**src/rtl/pwm_fade_controller.sv**
```systemverilog
// Fade sequencer for the PWM generator duty input: accepts a fade command and
// ramps the registered duty toward the target in bounded steps at a fixed interval.
module pwm_fade_controller #(
   parameter int N = 8,
   parameter int INTV_W = 16,
   parameter logic [N-1:0] INIT_DUTY = {N{1'b0}}
) (
   input  logic              clk,
   input  logic              reset,
   input  logic [N-1:0]      targetDuty,
   input  logic [N-1:0]      stepSize,
   input  logic [INTV_W-1:0] stepInterval,
   input  logic              cmdValid,
   output logic              cmdReady,
   input  logic              abort,
   output logic [N-1:0]      dutyCycle,
   output logic              busy,
   output logic              done
);

   typedef enum logic [0:0] {
      ST_IDLE = 1'b0,
      ST_RAMP = 1'b1
   } state_t;

   state_t              state_r, state_s;
   logic [INTV_W-1:0]   timer_r, timer_s;
   logic [INTV_W-1:0]   intv_r, intv_s;
   logic [N-1:0]        duty_r, duty_s;
   logic [N-1:0]        tgt_r, tgt_s;
   logic [N-1:0]        step_r, step_s;
   logic                ready_r, ready_s;
   logic                busy_r, busy_s;
   logic                done_r, done_s;
   logic [INTV_W:0]     timer_inc_s;
   logic                tick_s;
   logic [N-1:0]        duty_next_s;

   function automatic logic [N-1:0] min_one_duty(input logic [N-1:0] v);
      if (v == {N{1'b0}}) begin
         return {{(N-1){1'b0}}, 1'b1};
      end else begin
         return v;
      end
   endfunction

   function automatic logic [INTV_W-1:0] min_one_intv(input logic [INTV_W-1:0] v);
      if (v == {INTV_W{1'b0}}) begin
         return {{(INTV_W-1){1'b0}}, 1'b1};
      end else begin
         return v;
      end
   endfunction

   // Done in N+1 bits so the step never overshoots the target nor wraps at 0 / 2^N-1.
   function automatic logic [N-1:0] step_toward(input logic [N-1:0] d,
                                                input logic [N-1:0] tgt,
                                                input logic [N-1:0] step);
      logic [N:0] gap;
      logic [N:0] res;
      if (tgt > d) begin
         gap = {1'b0, tgt} - {1'b0, d};
         if ({1'b0, step} >= gap) begin
            res = {1'b0, tgt};
         end else begin
            res = {1'b0, d} + {1'b0, step};
         end
      end else if (tgt < d) begin
         gap = {1'b0, d} - {1'b0, tgt};
         if ({1'b0, step} >= gap) begin
            res = {1'b0, tgt};
         end else begin
            res = {1'b0, d} - {1'b0, step};
         end
      end else begin
         gap = {(N+1){1'b0}};
         res = {1'b0, d};
      end
      return res[N-1:0];
   endfunction

   assign timer_inc_s = {1'b0, timer_r} + {{INTV_W{1'b0}}, 1'b1};
   assign tick_s      = (timer_inc_s == {1'b0, intv_r});
   assign duty_next_s = step_toward(duty_r, tgt_r, step_r);

   // Next-state and next-output logic for the IDLE/RAMP sequencer.
   always_comb begin
      state_s = state_r;
      timer_s = timer_r;
      intv_s  = intv_r;
      duty_s  = duty_r;
      tgt_s   = tgt_r;
      step_s  = step_r;
      ready_s = ready_r;
      busy_s  = busy_r;
      done_s  = 1'b0;
      case (state_r)
         ST_IDLE: begin
            ready_s = 1'b1;
            busy_s  = 1'b0;
            if (cmdValid && ready_r) begin
               tgt_s   = targetDuty;
               step_s  = min_one_duty(stepSize);
               intv_s  = min_one_intv(stepInterval);
               timer_s = {INTV_W{1'b0}};
               if (targetDuty == duty_r) begin
                  done_s = 1'b1;
               end else begin
                  state_s = ST_RAMP;
                  ready_s = 1'b0;
                  busy_s  = 1'b1;
               end
            end else begin
               state_s = ST_IDLE;
            end
         end
         ST_RAMP: begin
            if (abort) begin
               state_s = ST_IDLE;
               timer_s = {INTV_W{1'b0}};
               ready_s = 1'b1;
               busy_s  = 1'b0;
            end else if (tick_s) begin
               duty_s  = duty_next_s;
               timer_s = {INTV_W{1'b0}};
               if (duty_next_s == tgt_r) begin
                  state_s = ST_IDLE;
                  ready_s = 1'b1;
                  busy_s  = 1'b0;
                  done_s  = 1'b1;
               end else begin
                  state_s = ST_RAMP;
               end
            end else begin
               timer_s = timer_inc_s[INTV_W-1:0];
            end
         end
         default: begin
            state_s = ST_IDLE;
            timer_s = {INTV_W{1'b0}};
            ready_s = 1'b1;
            busy_s  = 1'b0;
         end
      endcase
   end

   // State and output registers with asynchronous reset.
   always_ff @(posedge clk or posedge reset) begin
      if (reset) begin
         state_r <= ST_IDLE;
         timer_r <= {INTV_W{1'b0}};
         intv_r  <= {INTV_W{1'b0}};
         duty_r  <= INIT_DUTY;
         tgt_r   <= {N{1'b0}};
         step_r  <= {N{1'b0}};
         ready_r <= 1'b1;
         busy_r  <= 1'b0;
         done_r  <= 1'b0;
      end else begin
         state_r <= state_s;
         timer_r <= timer_s;
         intv_r  <= intv_s;
         duty_r  <= duty_s;
         tgt_r   <= tgt_s;
         step_r  <= step_s;
         ready_r <= ready_s;
         busy_r  <= busy_s;
         done_r  <= done_s;
      end
   end

   assign dutyCycle = duty_r;
   assign cmdReady  = ready_r;
   assign busy      = busy_r;
   assign done      = done_r;

endmodule
```
**config.mk**
```make
export PLATFORM = sky130hd
export DESIGN_NAME = pwm_fade_controller
export DESIGN_NICKNAME = d
export VERILOG_FILES = /design/src/rtl/pwm_fade_controller.sv
export SDC_FILE = /design/constraint.sdc
export NUM_CORES = 1
export LEC_CHECK = 0
export ABC_AREA = 1
export CAP_MARGIN = 25
export CORE_ASPECT_RATIO = 0.75
export CORE_MARGIN = 8
export CORE_UTILIZATION = 54
export CTS_BUF_LIST = sky130_fd_sc_hd__clkbuf_4 sky130_fd_sc_hd__clkbuf_8 sky130_fd_sc_hd__clkbuf_16
export CTS_CLUSTER_SIZE = 28
export DETAILED_ROUTE_END_ITERATION = 8
export GPL_ROUTABILITY_DRIVEN = 0
export PLACE_DENSITY = 0.79
export SETUP_SLACK_MARGIN = 0.1
export SYNTH_ARGS = -nofsm -noshare
export SYNTH_HDL_FRONTEND = slang
export SYNTH_SLANG_ARGS = --single-unit
```
**constraint.sdc**
```tcl
create_clock -name clk -period 3.5 [get_ports clk]
set_input_delay 1.05 -clock clk [delete_from_list [all_inputs] [get_ports clk]]
set_output_delay 1.05 -clock clk [all_outputs]
set_load 0.01 [all_outputs]
```
==> results.toml <==
[timing]
tns_ns = -0.978
final_min_period_over_clock_period = 1.08
maxSlewHeadroom = 0.489
fin_ws_ns = -0.270
hold_viol = 0
rsz0062_at_grt = "yes"
max_freq_mhz = 265
finalSetupViolCount = 5
clock_skew_ns = 0.0103
finalMaxSlewViolations = 0
max_slew.worst_pin.slew_ns = 0.765
fin_crit_ns = 3.77

[grt]
grt_pass1_vias = 5791
antenna_found_initial = 0
grt_max_degree = 61
grt_usage = 0.274
grt_pass1_wl_um = 29500
gr-total-overflow = 0

[synthesis]
syn_area_um2 = 5400
async_flop_share = 1.00
synth_enable_flop_cells = 0
yosysWarningCount = 0
syn_avg_cell_area_um2 = 6.93
synth.distinct_cells = 46
syn-num-nets = 865
ys_seq_area_frac = 0.278
ys.flop_type = "dfrtp_1"
syn-instance-count = 779
synth_seq_cells = 60

[final_layout]
fin_area_um2 = 7000
n_antenna_cell = 0
drive_above_1_share = 0.196
fillers = 742
area_delta_synth_final_pct = 29.7
final_nets = 964
utilization = 0.722

[flow_run]
cap_violations = 0

[die]
die-width_um = 131
ios = 47
dieArea_um2 = 13500
initial_core_util = 0.557
rows = 31
core_area_um2 = 9700
die_h_um = 103

[placed_design]
numPortBuffers = 46
dp_slack_ns = -0.328
placed_cell_area_um2 = 6300
hpwl_um = 13400

[cts]
cts_sinks = 60
holdBufCountCts = 0
htreeDepth = 3
cts_buffers = 9
clkTransAtPathRegs_ns = 0.06
root_buffer = "clkbuf_16"
cts_tree = "done"
cts_buffer_depth = 2
insertion_delay_ns = 0.35

[critical_path]
critPathArrivalTime_ns = 4.02
crit_type = "register to register"
cp_max_fo = 6
reg2reg_setup_slack_ns = -0.27
crit_path_end_kind = "register"
required_ns = 3.75
worst_setup_path_start_kind = "register"

[routing]
wl_per_cell_um = 18.7
drt_pass1_iterations = 7
ant_nets = 0
drt_iter0_drc = 782
vias_per_cell = 5.99
drc_errors = 0
wl_um = 19000
vias = 6082

[worst_hold_path]
hp-class = "register to register"

[outcome]
outcome = "finished, violations left"
violations = "negative setup slack"

[power_and_ir_drop]
power.density_nw_per_um2 = 1090
ir_drop_mv = 0.785
power_leakage_nw = 3.49
p_total_mw = 7.65
worst paths after layout:
path,start,cells after the start,end
worst max-delay path,tgt_r[3],24,done
worst min-delay path,intv_r[8],2,intv_r[8]
worst max register to register,tgt_r[3],24,done
worst min register to register,intv_r[8],2,intv_r[8]
max in group asynchronous,reset,3,cmdReady
min in group asynchronous,reset,3,dutyCycle[2]
routing by layer:
| layer | share of wire | up-vias | global-route usage |
|---|---|---|---|
| met1 | 0.41 | 2852 | 0.348 |
| met3 | 0.14 | 67 | 0.110 |
| met2 | 0.42 | 401 | 0.413 |
| li1 | - | 2762 | - |
| met4 | 0.031 | 0 | 0.104 |
| met5 | 0 | - | 0 |
cells by family after synthesis:
family,synth area share
flip-flops,0.278
AO/OA/AOI/OAI,0.108
AND/OR/NAND/NOR,0.342
adder cells (fa/ha/maj),0.121
XOR/XNOR,0.0679
buffers and inverters,0.0828
report_power, final:
part / internal, mW / switching [mW]
clock network: 0.569 / 0.359
registers: 0.914 / 0.270
logic: 2.15 / 3.39
timing repair:
item / 4_1_cts / 5_1_grt
pin swaps: 36 / 17
setup endpoints to repair: 12 / 12
cloned: 1 / 1
resized for setup: 49 / 32
setup buffers: 9 / 3
Yosys cell counts, types with 7 or more instances:
cell | instances | area share
nor2_1 | 34 | 0.024
xnor2_1 | 10 | 0.016
xor2_1 | 30 | 0.049
dfrtp_1 | 59 | 0.27
a21oi_1 | 25 | 0.023
or2_2 | 7 | 0.0081
ha_1 | 46 | 0.11
nand3_1 | 97 | 0.090
inv_1 | 92 | 0.064
clkbuf_1 | 10 | 0.0070
nand4_1 | 13 | 0.015
nor4_1 | 9 | 0.010
o21ai_0 | 33 | 0.031
nand2_1 | 232 | 0.16
nor3_1 | 7 | 0.0065
through the flow:
step	instances	hold WS [ns]
after floorplan	779	0.456
final	1015	0.492
after CTS	1011	0.491
after global placement	985	0.475
after detailed placement	985	0.477
after global routing	1015	0.526
layout make-up:
type | instances | area, µm² | share of cell area
tap | 132 | 165 | 0.0236
clock inverter | 6 | 63.8 | 0.00912
clock buffer | 10 | 239 | 0.0341
inverter | 99 | 375 | 0.0536
multi-input combinational | 606 | 3750 | 0.535
timing repair buffer | 102 | 905 | 0.129
sequential | 60 | 1510 | 0.215
state kept, by name, indices dropped and copies added (netlist names):
signal / cells
intv_r: 16
timer_r: 16
dutyCycle: 8
step_r: 8
tgt_r: 8
busy: 1
cmdReady: 1
done: 1
state_r: 1
layout by cell type, fill, tap and decap left out, drive strengths merged, types with 14 or more instances in the layout:
master         count
nand2            238
nand3             98
inv               96
dfrtp             59
buf               56
clkdlybuf4s50     46
ha                46
o21ai             45
nor2              36
xor2              31
a21oi             25
nand4             14
worst max-delay path, stage by stage, from the launching register on:
cell     delay, ns
dfrtp_1       0.41
buf_4         0.17
inv_1         0.15
ha_1          0.28
a21oi_1       0.13
o21ai_1       0.27
a21oi_2       0.08
xor2_1        0.17
ha_1          0.31
nand2_1       0.08
nor3_2        0.16
a21oi_2       0.10
nand2_4       0.14
buf_6         0.15
nand3_1       0.08
nand3_1       0.14
nand2_2       0.08
nand2_2       0.10
nand2_1       0.05
nand2_1       0.07
nand2_1       0.07
nor2_1        0.11
nand3_1       0.14
buf_4         0.17
o22ai_2       0.10
Power figures use the tool's default switching activity.
